**config.mk**
```make
export PLATFORM = sky130hd
export DESIGN_NAME = fetch_sequencer
export DESIGN_NICKNAME = d
export VERILOG_FILES = /design/src/rtl/fetch_pkg.sv /design/src/rtl/fetch_queue.sv /design/src/rtl/fetch_sequencer.sv
export SDC_FILE = /design/constraint.sdc
export NUM_CORES = 1
export LEC_CHECK = 0
export ABC_AREA = 1
export BUFFER_PORTS_ARGS = -buffer_cell sky130_fd_sc_hd__buf_4
export CAP_MARGIN = 20
export CORE_ASPECT_RATIO = 1.5
export CORE_MARGIN = 3
export CORE_UTILIZATION = 34
export DETAILED_ROUTE_END_ITERATION = 16
export GPL_ROUTABILITY_DRIVEN = 0
export PLACE_DENSITY = 0.57
export SYNTH_ARGS = -nofsm -noshare
export SYNTH_HDL_FRONTEND = slang
export SYNTH_SLANG_ARGS = --single-unit
```
**constraint.sdc**
```tcl
create_clock -name clk -period 3.4 [get_ports clk]
set_input_delay 0.68 -clock clk [delete_from_list [all_inputs] [get_ports clk]]
set_output_delay 0.68 -clock clk [all_outputs]
set_load 0.1 [all_outputs]
```
**src/rtl/fetch_pkg.sv**
```systemverilog
// Shared types and constants for the instruction-fetch sequencer.
package fetch_pkg;

    localparam int unsigned PC_W        = 32;
    localparam int unsigned INSTR_W     = 32;
    localparam int unsigned QUEUE_DEPTH = 2;
    localparam logic [5:0]  TRAP_OPCODE = 6'b011010;

    typedef enum logic {
        FETCH = 1'b0,
        HALT  = 1'b1
    } fetch_state_e;

    // One queued fetch result: where it came from and what was read.
    typedef struct packed {
        logic [PC_W-1:0]    pc;
        logic [INSTR_W-1:0] instr;
    } fetch_entry_t;

    // Next sequential word address, wrapping at the end of instruction memory.
    // Assumes pc is already inside the memory range.
    function automatic logic [PC_W-1:0] pc_next(input logic [PC_W-1:0] pc,
                                                input int unsigned    depth_words);
        logic [PC_W-1:0] lim;
        logic [PC_W-1:0] nxt;
        lim = PC_W'(depth_words * 4);
        nxt = pc + PC_W'(4);
        if (nxt >= lim) begin
            nxt = nxt - lim;
        end
        return nxt;
    endfunction

endpackage

```
**src/rtl/fetch_queue.sv**
```systemverilog
// Two-entry {pc, instr} FIFO between fetch and decode. The head entry is a
// register so decode sees stable outputs straight from flops.
module fetch_queue
    import fetch_pkg::*;
(
    input  logic         clk,
    input  logic         rst_n,
    input  logic         push_i,
    input  fetch_entry_t push_entry_i,
    input  logic         pop_i,
    input  logic         flush_i,
    output logic [1:0]   count_o,
    output logic         valid_o,
    output fetch_entry_t head_o
);

    logic [1:0]   count_q, count_d;
    fetch_entry_t head_q,  head_d;
    fetch_entry_t tail_q,  tail_d;

    // Next-state for the two slots; flush drops everything still held.
    always_comb begin
        count_d = count_q;
        head_d  = head_q;
        tail_d  = tail_q;
        if (flush_i) begin
            count_d = 2'd0;
        end else begin
            case ({push_i, pop_i})
                2'b10: begin
                    if (count_q == 2'd0) begin
                        head_d = push_entry_i;
                    end else begin
                        tail_d = push_entry_i;
                    end
                    count_d = count_q + 2'd1;
                end
                2'b01: begin
                    head_d  = tail_q;
                    count_d = count_q - 2'd1;
                end
                2'b11: begin
                    // Occupancy unchanged; new word goes behind whatever remains.
                    if (count_q == 2'd2) begin
                        head_d = tail_q;
                        tail_d = push_entry_i;
                    end else begin
                        head_d = push_entry_i;
                    end
                end
                default: begin
                end
            endcase
        end
    end

    // Slot and occupancy registers.
    always_ff @(posedge clk or negedge rst_n) begin
        if (!rst_n) begin
            count_q <= 2'd0;
            head_q  <= '0;
            tail_q  <= '0;
        end else begin
            count_q <= count_d;
            head_q  <= head_d;
            tail_q  <= tail_d;
        end
    end

    assign count_o = count_q;
    assign valid_o = (count_q != 2'd0);
    assign head_o  = head_q;

    // The fetch credit rule upstream must keep these from ever firing.
    a_no_overflow: assert property (@(posedge clk) disable iff (!rst_n)
        !(push_i && !pop_i && !flush_i && count_q == 2'd2));
    a_no_underflow: assert property (@(posedge clk) disable iff (!rst_n)
        !(pop_i && count_q == 2'd0));

endmodule

```
**src/rtl/fetch_sequencer.sv**
```systemverilog
// Instruction-fetch controller: owns the PC, issues one word per cycle to a
// one-cycle-latency instruction memory, buffers results toward decode, and
// handles redirects (flush) and trap halts.
module fetch_sequencer
    import fetch_pkg::*;
#(
    parameter int unsigned DEPTH_WORDS = 32,
    parameter logic [31:0] RESET_PC    = 32'h0,
    parameter logic [5:0]  TRAP_OP     = TRAP_OPCODE
) (
    input  logic        clk,
    input  logic        rst_n,
    output logic [31:0] imem_pc,
    input  logic [31:0] imem_instr,
    output logic        if_valid,
    input  logic        if_ready,
    output logic [31:0] if_instr,
    output logic [31:0] if_pc,
    input  logic        redirect_valid,
    input  logic [31:0] redirect_pc,
    input  logic        resume,
    output logic        halted
);

    fetch_state_e    state_q, state_d;
    logic [PC_W-1:0] fetch_pc_q, fetch_pc_d;
    logic            inflight_q, inflight_d;
    logic [PC_W-1:0] inflight_pc_q, inflight_pc_d;

    logic [1:0]      q_count;
    logic            q_valid;
    fetch_entry_t    q_head;
    fetch_entry_t    land_entry;

    logic            pop;
    logic            land;
    logic            trap_land;
    logic [2:0]      occupancy;
    logic            issue;

    assign pop = if_valid & if_ready;

    // A returning word is kept only in FETCH: the word issued on the trap edge
    // lands while already in HALT and is dropped. Redirect discards it too.
    assign land      = inflight_q & (state_q == FETCH) & ~redirect_valid;
    assign trap_land = land & (imem_instr[31:26] == TRAP_OP);

    // Slots committed after this edge: held words plus the landing one, minus
    // the head leaving. Issuing is safe only while that leaves room.
    assign occupancy = 3'(q_count) + 3'(inflight_q) - 3'(pop);
    assign issue     = (state_q == FETCH) & ~redirect_valid & (occupancy < 3'(QUEUE_DEPTH));

    // FSM state register.
    always_ff @(posedge clk or negedge rst_n) begin
        if (!rst_n) begin
            state_q <= FETCH;
        end else begin
            state_q <= state_d;
        end
    end

    // FSM next state: redirect beats trap and resume.
    always_comb begin
        state_d = state_q;
        if (redirect_valid) begin
            state_d = FETCH;
        end else if (state_q == FETCH && trap_land) begin
            state_d = HALT;
        end else if (state_q == HALT && halted && resume) begin
            state_d = FETCH;
        end
    end

    // FSM outputs: halt is only reported once everything has drained.
    always_comb begin
        halted = (state_q == HALT) && (q_count == 2'd0) && !inflight_q;
    end

    // PC and in-flight tracking next state.
    always_comb begin
        fetch_pc_d    = fetch_pc_q;
        inflight_d    = issue;
        inflight_pc_d = inflight_pc_q;
        if (issue) begin
            inflight_pc_d = fetch_pc_q;
            fetch_pc_d    = pc_next(fetch_pc_q, DEPTH_WORDS);
        end
        // Restart point after a trap is the word following the trap itself,
        // not whatever was issued alongside the trap landing.
        if (trap_land) begin
            fetch_pc_d = pc_next(inflight_pc_q, DEPTH_WORDS);
        end
        if (redirect_valid) begin
            fetch_pc_d = {redirect_pc[31:2], 2'b00};
            inflight_d = 1'b0;
        end
    end

    // PC and in-flight registers.
    always_ff @(posedge clk or negedge rst_n) begin
        if (!rst_n) begin
            fetch_pc_q    <= RESET_PC;
            inflight_q    <= 1'b0;
            inflight_pc_q <= '0;
        end else begin
            fetch_pc_q    <= fetch_pc_d;
            inflight_q    <= inflight_d;
            inflight_pc_q <= inflight_pc_d;
        end
    end

    assign land_entry = '{pc: inflight_pc_q, instr: imem_instr};

    // Redirect flushes the queue; a head popped in the same cycle has already
    // been taken by decode, so dropping it from storage is correct.
    fetch_queue u_queue (
        .clk          (clk),
        .rst_n        (rst_n),
        .push_i       (land),
        .push_entry_i (land_entry),
        .pop_i        (pop),
        .flush_i      (redirect_valid),
        .count_o      (q_count),
        .valid_o      (q_valid),
        .head_o       (q_head)
    );

    assign imem_pc  = fetch_pc_q;
    assign if_valid = q_valid;
    assign if_instr = q_head.instr;
    assign if_pc    = q_head.pc;

endmodule

```
* Yosys cells after proc, flatten, opt, wreduce, memory -nomap -nowiden *
Cells that the tools add are included.
Widths: inputs -> output; s select.

word-level totals
  ROM bits = 0
  latch bits = 0
  memories kept = 0
  bits of input ports = 69
  memory bits (writable) = 0
  flip-flop bits (word level) = 196

operators by class
  muxes and demuxes = 17
  reduce and logical (&&, ||, !) cells = 15
  divide/modulo/power cells = 0
  equality and inequality tests = 8
  $add $sub $neg = 8
  bitwise gates (word level) = 8
  shift-type cells = 0
  magnitude comparators = 3
  multipliers = 0

operator list
  kind                   count
  $mux 64                4
  $pmux 64 s3            1
  $mux 32                5
  $pmux 64 s2            1
  $add 32x3->32 const B  2
  $ge 32x8->1 const B    2
  $sub 32x8->32 const B  2
  $reduce_bool 3->1      4
  $and 1x1->1            6
  $eq 2x2->1 const B     3
  $eq 6x5->1 const B     1
  $logic_and 1x1->1      5
  $mux 1                 4
  $ne 2x2->1 const B     2
  $pmux 2 s2             1
  $reduce_and 4->1       1
  $reduce_bool 2->1      2
  $add 2x1->3            1
  $lt 3x2->1 const B     1
  $reduce_and 3->1       1
  $sub 3x1->3            1
  $add 2x1->2 const B    1
  $eq 2x1->1 const B     1
  $logic_not 2->1        1
  other kinds (5)        6

* Longest topological paths before layout *
Gate-level depths: netlist of run 1.

  depth after elaboration = 8
  mapped depth = 20
  gate-level depth less buffers = 20

* By module *
Synthesis of run 1 repeated with hierarchy kept, for this count alone.

second synthesis, totals
  cell total of the unflattened synthesis = 2016
  area, all modules = 13165.1 um^2

modules (own cells, without submodules)
  module           instances  sequential area each (um^2)  cells an instance  area each (um^2)
  fetch_sequencer  1          1651.6                       1230               6907.9
  fetch_queue      1          3253.1                       786                6257.3

* Least setup slack after synthesis of run 1 *
OpenSTA, ideal clock, no wires.

  path kind = flip-flop to flip-flop
  start point = register u_queue.count_q[1] (netlist: u_queue.count_o[1])
  end point = register fetch_pc_q[26] (netlist: imem_pc[26])
  path buffers = 2
  cell stages (with the launch flop) = 20
  path slack = -595 ps
  period minus slack after synthesis = 3995 ps
  arrival time = 3875 ps
  cell sequence = dfrtp_1 -> nor2_1 -> inv_1 -> nand2_1 -> inv_1 -> clkbuf_1 -> ha_1 -> inv_1 -> nand2_1 -> fa_1 -> nor3b_1 -> nand2_1 -> inv_1 -> nor2_1 -> clkinv_1 -> clkbuf_1 -> o21ai_0 -> inv_1 -> nand2_1 -> nand2_1

on the way
  word-level cells in the longest chain between the ends = 6
  elaborated cells between the ends (all ways) = 7
  those cells by class = 2 x add/sub; 1 x order compare; 2 x bitwise; 2 x reduce/logical

RTL lines
  element                             line                    source
  start: declaration                  fetch_queue.sv:17       logic [1:0] count_q, count_d;
  start signal: assignment            fetch_queue.sv:64       count_q <= count_d;
  $reduce_bool 2->1                   fetch_queue.sv:71       assign valid_o = (count_q != 2'd0);
  via if_valid                        fetch_sequencer.sv:15   output logic if_valid,
  $and 1x1->1                         fetch_sequencer.sv:41   assign pop = if_valid & if_ready;
  $sub 3x1->3                         fetch_sequencer.sv:50   assign occupancy = 3'(q_count) + 3'(inflight_q) - 3'(pop);
  $lt 3x2->1                          fetch_sequencer.sv:51   assign issue = (state_q == FETCH) & ~redirect_valid & (occupancy < 3'(QUEUE_DEPTH));
  $and 1x1->1                         fetch_sequencer.sv:51
  $reduce_bool 3->1 (no source line)  n/a
  end signal: assignment              fetch_sequencer.sv:106  fetch_pc_q <= fetch_pc_d;
  end: declaration                    fetch_sequencer.sv:26   logic [PC_W-1:0] fetch_pc_q, fetch_pc_d;

The timed path passes the listed nets, and every way through them passes these cells.
A chain may end at the register's enable or synchronous reset.

* Worst setup path after layout of run 1 *
  start point = register fetch_pc_q[3] (netlist: imem_pc[3])
  end point = register fetch_pc_q[31] (netlist: imem_pc[31])

on the way
  word-level cells in the longest chain between the ends = 6
  elaborated cells between the ends (all ways) = 7
  those cells by class = 2 x add/sub; 1 x order compare; 4 x mux

RTL lines
  element                                       line                              source
  $add 32x3->32 (*)                             fetch_pkg.sv:27                   nxt = pc + PC_W'(4);
  $sub 32x8->32 or $ge 32x8->1 (tied branches)  fetch_pkg.sv:29, fetch_pkg.sv:28
  $mux 32 (*)                                   fetch_pkg.sv:28                   if (nxt >= lim) begin
  $mux 32 (*)                                   fetch_sequencer.sv:84             if (issue) begin
  $mux 32 (*)                                   fetch_sequencer.sv:90             if (trap_land) begin
  $mux 32 (*)                                   fetch_sequencer.sv:93             if (redirect_valid) begin

Every way passes the cells marked *; elsewhere a longest branch is shown, timed or not. The select of a mux whose other input is x is not followed.

==> out/metrics.cfg, run 1 <==
[outcome]
outcome = completed

[clock_network]
clk_pin_slew_ps = 70
cts_tree = built
clock_latency_ps = 460
cts_root_buf = clkbuf_16
cts.sink_count = 196
cts_htree_levels = 4
cts_buffers = 17
max-clock-path-buffers = 2

[worst_setup_path]
arrival_ps = 3400
r2r_setup_slack_ps = 350
crit_path_max_incr_delay_ps = 440
cpLargestDelayFamily = simple AND/OR/NAND/NOR gates
path_cells = ha_1, nand2_1, nor2_4, nand2_1, nor2_2, nand2_1, nand2_1, nand2_1, nor2_1, nand2_1, nor2_4, nand2_4, nand2_1, nand2_1, nand3_1, nand3_1, nand2_1, nand2_1
reg2reg_to = imem_pc[31]
critPathLaunchType = register
cpMostUsedCell = nand2_1
rr_startpoint = imem_pc[3]
crit_required_ps = 3750
worstRegToRegCells = 18
critical_path_class = reg2reg
crit_path_end_kind = register
cp.depth = 18
cp_max_fo = 26
crit_slowest_cell = dfrtp_1
path_buf_inv = 0

[sta]
rsz0062_at_grt = no
worstMarginPinSlew_ps = 794.3
hold_viol_final = 0
finClkSkew_ps = 16.82
drv_slew = 0
slew_headroom = 0.4705
timing.fmax_mhz = 327.9
tns_ps = 0
finalSetupViolCount = 0
period_needed_ps = 3049
min_period_over_period = 0.8969

[floorplanning]
chipHeight_um = 238.1
start_util = 0.3469
die_w_um = 160.8
num_rows = 84
die-area_sq_mm = 0.03829
io_pins = 167
coreArea_sq_mm = 0.03521

[drt]
route.met3.wl_um = 1185
wl_um = 37810
met1_length_um = 15730
drt_iter0_drc = 631
antenna_left = 0
routed-via-count = 11690
drtPass1Iterations = 5
viasPerCell = 4.944
wl_per_cell_um = 15.99
route.detailed.drc = 0
top_layer_used = met4
dr_wl_met2_um = 19050

[synthesis]
ys_async_sr_fraction = 1.000
synth.area.top_cells = dfrtp_1 40%, nand2_1 17%, nand3_1 8.4%
syn-cell-area_sq_mm = 0.01222
synth_cells = 1746
synth_warnings = 0
synth_area_per_cell_sq_um = 6.996
ys.flop_type = dfrtp_1
synth_edf_count = 0
ys_ff_latch = 196
synth_cell_types = 39
netlist.top_cell.by_area = dfrtp_1
synth_nets = 1821
seq_area_frac_synth = 0.4015
yosys.area.top_type_share = 0.4015

[power_and_ir_drop]
p_switching_mw = 9.601
power_frac_comb = 0.598
power_frac_seq = 0.268
power.leakage_nw = 6.993
p_clk_frac = 0.134
p_sw_frac = 0.5751
vdd_drop_max_v = 0.0006411
p_per_area_mw_per_mm2 = 1138
internal_power_mw = 7.095

[job]
max-cap-violations = 0

[final_layout]
diodes = 0
fillers = 3746
final_cells = 2364
drive_above_1_share = 0.1729
nNetsFinal = 1953
area_growth_pct = 20.07

[grt]
grt_pass1_wl_um = 61240
grt_max_degree = 73
grt_usage = 0.2001
antenna_found_initial = 0
grt.overflow.total = 0
grt_pass1_vias = 11540

[placement]
dpl.hpwl_um = 29720
placed_cells = 2332
io_buffers = 164

[hold_path]
hp-class = in2async

## logic make-up (layout without fill, tap and decap cells)
kind of cell / Yosys count / after routing / synth area share
adders and majority gates: 6 / 6 / 0.006760
and+or+nand+nor: 1074 / 1074 / 0.3835
xor gates and xnor gates: 34 / 34 / 0.02438
DFF: 196 / 196 / 0.4015
buffers and inverters: 213 / 358 / 0.06822
muxes: 29 / 29 / 0.02673
AOI/OAI and AO/OA: 194 / 194 / 0.08891
## worst register-to-register path, stage by stage, from the launching register on
cell,delay [ps]
dfrtp_1,440
ha_1,250
nand2_1,120
nor2_4,270
nand2_1,210
nor2_2,230
nand2_1,70
nand2_1,60
nand2_1,100
nor2_1,160
nand2_1,110
nor2_4,200
nand2_4,210
nand2_1,130
nand2_1,50
nand3_1,60
nand3_1,120
nand2_1,90
nand2_1,50
## repair_timing
action	4_1_cts	5_1_grt
hold buffers	0	0
endpoints found under the setup margin	0	8
resized for setup	0	1
buffers inserted	0	0
## worst max path at each step
| stage | startpoint | to | slack, ps |
|---|---|---|---|
| after floorplan | u_queue.count_o[1] | imem_pc[17] | 40 |
| after global placement | imem_pc[3] | imem_pc[31] | 350 |
| after detailed placement | imem_pc[3] | imem_pc[31] | 280 |
| after CTS | imem_pc[3] | imem_pc[31] | 250 |
| after global routing | inflight_pc_q[2] | imem_pc[27] | 40 |
| final | imem_pc[3] | imem_pc[31] | 350 |
## layout by cell type, fill, tap and decap left out, types with 21 or more instances in the layout
master     n
nand3_1  205
nor2_1   216
a31oi_1   66
inv_1    132
mux2_2    29
nor2_4    21
nand2_1  551
buf_4    181
o21ai_0  101
nand2_2   23
dfrtp_1  195
xor2_1    26
## power by group through the flow
stage	sequential, mW	clock (mW)	combinational [mW]
2_1_floorplan	8.31	0	3.80
3_3_place_gp	4.49	0	9.94
3_5_place_dp	4.53	0	10.0
4_1_cts	4.49	2.29	10.0
5_1_grt	4.68	2.39	10.8
6_report	4.48	2.23	9.99
## through the flow
stage,instance area [sq um],hold slack [ps],setup slack (ps),utilization,total power [mW]
5_1_grt,14670,259.0,37.77,0.4166,17.85
2_1_floorplan,12270,384.4,38.18,-,12.10
4_1_cts,14660,237.7,249.7,0.4164,16.83
3_3_place_gp,14020,466.7,353.6,0.3981,14.43
3_5_place_dp,14020,473.2,277.8,0.3981,14.55
6_report,14670,227.1,350.6,0.4166,16.70
## registers in the layout, indices dropped and copies added (netlist names)
signal,count
u_queue.head_o,64
state_q,1
inflight_q,1
u_queue.tail_q,64
u_queue.count_o,2
inflight_pc_q,32
imem_pc,32
## cell type report
cell class | instances | area (sq um) | share of cell area
Multi-Input combinational cell | 1337 | 6540 | 0.4459
Clock inverter | 15 | 220.2 | 0.01501
Timing Repair Buffer | 186 | 1453 | 0.09904
Sequential cell | 196 | 4906 | 0.3345
Inverter | 140 | 530.5 | 0.03617
Clock buffer | 17 | 425.4 | 0.02901
Tap cell | 473 | 591.8 | 0.04035
## per-layer routing
metal | track usage | up-vias
met2 | 0.3515 | 257
met3 | 0.02501 | 77
li1 | - | 5938
met1 | 0.2384 | 5415
met4 | 0.1062 | 0
met5 | 0 | -
## cell usage after synthesis, types with 2 or more instances
cell	number
a22oi_1	4
nand2_1	555
xnor2_1	8
and2_1	4
a31oi_1	67
xor2_1	26
o21ai_1	3
nand3b_1	4
nand3_2	5
o21ai_0	101
nor2_8	2
mux2_2	29
nand2_2	20
buf_2	3
inv_1	135
buf_4	3
clkbuf_1	63
ha_1	5
nand4_1	18
dfrtp_1	196
nand3_1	205
inv_2	3
a21oi_1	4
nor2_1	218
nand2_4	3
buf_6	2
nor3_1	5
o22ai_1	13
nor2_4	19
nor2_2	13
clkinv_1	2
(Power assumes the default switching activity.)
==> run 2, diff against run 1 <==
--- a/config.mk
+++ b/config.mk
@@ -13,6 +13,7 @@
 export CORE_UTILIZATION = 34
 export DETAILED_ROUTE_END_ITERATION = 16
 export GPL_ROUTABILITY_DRIVEN = 0
+export MAX_ROUTING_LAYER = met4
 export PLACE_DENSITY = 0.57
 export SYNTH_ARGS = -nofsm -noshare
 export SYNTH_HDL_FRONTEND = slang
==> run 2 against run 1 <==
  * Final area stayed put
  * Sequential share of layout area did not move
  * Clock skew fell by 3.5 ps
  * Total power is essentially flat
  * Critical path type unchanged
  * Largest cell class unchanged
==> out/metrics.cfg, run 2 (synthesis gave the netlist of run 1 again) <==
[outcome]
outcome = completed

[clock_network]
cts_htree_levels = 4  ; unchanged
clk_pin_slew_ps = 70  ; about the same
post_cts_buffers = 0  ; unchanged
ctsResizeCount = 0  ; unchanged
hold_buffers = 0  ; unchanged
clock_latency_ps = 460  ; about the same
cts_tree = built
cts_buffers = 17  ; unchanged
max-clock-path-buffers = 2  ; unchanged
cts.sink_count = 196  ; unchanged
cts_root_buf = clkbuf_16

[final_layout]
final_area_sq_mm = 0.01467  ; unchanged
fillers = 3746  ; unchanged
diodes = 0  ; unchanged
drive_above_1_share = 0.1729  ; unchanged
mostFrequentLayoutCell = nand2_1
nNetsFinal = 1953  ; unchanged
area_growth_pct = 20.07  ; unchanged
multiInputGateArea_sq_mm = 0.006540  ; unchanged
regArea_sq_mm = 0.004906  ; unchanged
final_cell_mix = 551 x nand2_1, 216 x nor2_1, 205 x nand3_1, 195 x dfrtp_1, 181 x buf_4

[worst_setup_path]
rr_startpoint = imem_pc[3]
r2r_setup_slack_ps = 320  ; -30 ps
critical_path_class = reg2reg
worstRegToRegCells = 18  ; unchanged
crit_slowest_cell = dfrtp_1
cpMostUsedCell = nand2_1
cp-startpoint = imem_pc[3]
cp_max_fo = 26  ; unchanged
arrival_ps = 3430  ; +30 ps
crit_path_max_incr_delay_ps = 440  ; about the same
critPathLaunchType = register
crit_required_ps = 3750  ; about the same
crit_path_end_kind = register
path_cells = ha_1, nand2_1, nor2_4, nand2_1, nor2_2, nand2_1, nand2_1, nand2_1, nor2_1, nand2_1, nor2_4, nand2_4, nand2_1, nand2_1, nand3_1, nand3_1, nand2_1, nand2_1
reg2reg_to = imem_pc[31]

[drt]
drtPass1Iterations = 5  ; unchanged
routed-via-count = 11770  ; +0.73%
viasPerCell = 4.980  ; +0.73%
wl_um = 37810  ; about the same
wl_per_cell_um = 15.99  ; about the same
antenna_left = 0  ; unchanged
route.detailed.drc = 0  ; unchanged
drt_iter0_drc = 776  ; +23%

[hold_path]
hp-class = in2async

[grt]
grt_pass1_vias = 11510  ; -0.27%
grt.overflow.total = 0  ; unchanged
grt_max_degree = 73  ; unchanged
antenna_found_initial = 0  ; unchanged
grt_pass1_wl_um = 61270  ; about the same
grt_usage = 0.2060  ; +0.005907

[placement]
io_buffers = 164  ; unchanged
dp_slack_ps = 277.8  ; unchanged
place_area_sq_mm = 0.01402  ; unchanged
dpl.hpwl_um = 29720  ; unchanged

[power_and_ir_drop]
p_per_area_mw_per_mm2 = 1138  ; about the same
total_power_mw = 16.70  ; about the same
power_frac_comb = 0.598  ; about the same
p_clk_frac = 0.134  ; about the same
internal_power_mw = 7.095  ; about the same
vdd_drop_max_v = 0.0006414  ; about the same
p_sw_frac = 0.5751  ; about the same
power.leakage_nw = 6.993  ; unchanged
p_switching_mw = 9.603  ; about the same
power_frac_seq = 0.268  ; about the same

[floorplanning]
die_w_um = 160.8  ; unchanged
die-area_sq_mm = 0.03829  ; unchanged
num_rows = 84  ; unchanged
chipHeight_um = 238.1  ; unchanged
start_util = 0.3469  ; unchanged
io_pins = 167  ; unchanged
coreArea_sq_mm = 0.03521  ; unchanged

[sta]
setup_ws_ps = 324.1  ; -26.46 ps
hold_viol_final = 0  ; unchanged
finalSetupViolCount = 0  ; unchanged
tns_ps = 0  ; unchanged
min_period_over_period = 0.9047  ; +0.007784
slew_headroom = 0.4795  ; +0.008991
worstMarginPinSlew_ps = 780.8  ; -13.49 ps
rsz0062_at_grt = no
drv_slew = 0  ; unchanged
timing.fmax_mhz = 325.1  ; -0.86%
finClkSkew_ps = 13.35  ; -3.469 ps
period_needed_ps = 3076  ; +26.46 ps

[job]
max-cap-violations = 0  ; unchanged

-- run 2: cell counts in the layout (fill, tap and decap cells not counted) --
Identical to the previous run, type by type.
-- run 2: cell type report --
cell class | instances | area share
multi-input cells | 1337 | 0.4459
flip-flops and latches | 196 | 0.3345
repair buffers | 186 | 0.09904
well taps | 473 | 0.04035
inverters | 140 | 0.03617
clock buffers | 17 | 0.02901
clock inverters | 15 | 0.01501
-- run 2: through the flow --
step,cells,utilization,hold WS (ps)
6_report,2364,0.4166,222.4
5_1_grt,2364,0.4166,260.6
4_1_cts,2364,0.4164,237.7
3_5_place_dp,2332,0.3981,473.2
3_3_place_gp,2332,0.3981,466.7
2_1_floorplan,1746,-,384.4
-- run 2: worst max-delay path by stage --
stage / to / slack (ps) / cells after the start
after floorplan: imem_pc[17] / 40 / 17
after detailed placement: imem_pc[31] / 280 / 18
after CTS: imem_pc[31] / 250 / 18
final: imem_pc[31] / 320 / 18
after global placement: imem_pc[31] / 350 / 18
after global routing: imem_pc[27] / 30 / 17
-- run 2: layer usage --
| metal | up-vias | track usage | routed length (um) |
|---|---|---|---|
| li1 | 5944 | - | - |
| met1 | 5440 | 0.2404 | 15490 |
| met2 | 294 | 0.3502 | 18870 |
| met3 | 94 | 0.02379 | 1486 |
| met4 | 0 | 0.1054 | 1967 |
| met5 | - | - | 0 |
-- run 2: power groups by stage --
stage	registers [mW]	clock network, mW	logic, mW
2_1_floorplan	8.31	0	3.80
3_3_place_gp	4.49	0	9.94
3_5_place_dp	4.53	0	10.0
4_1_cts	4.49	2.29	10.0
5_1_grt	4.68	2.39	10.8
6_report	4.48	2.23	9.99
-- run 2: critical path, delay by kind of cell, from the launching register on --
kind | cells | cell delay (ps)
adder cells (fa/ha/maj) | 1 | 250
flip-flops | 1 | 440
AND/OR/NAND/NOR | 17 | 2280
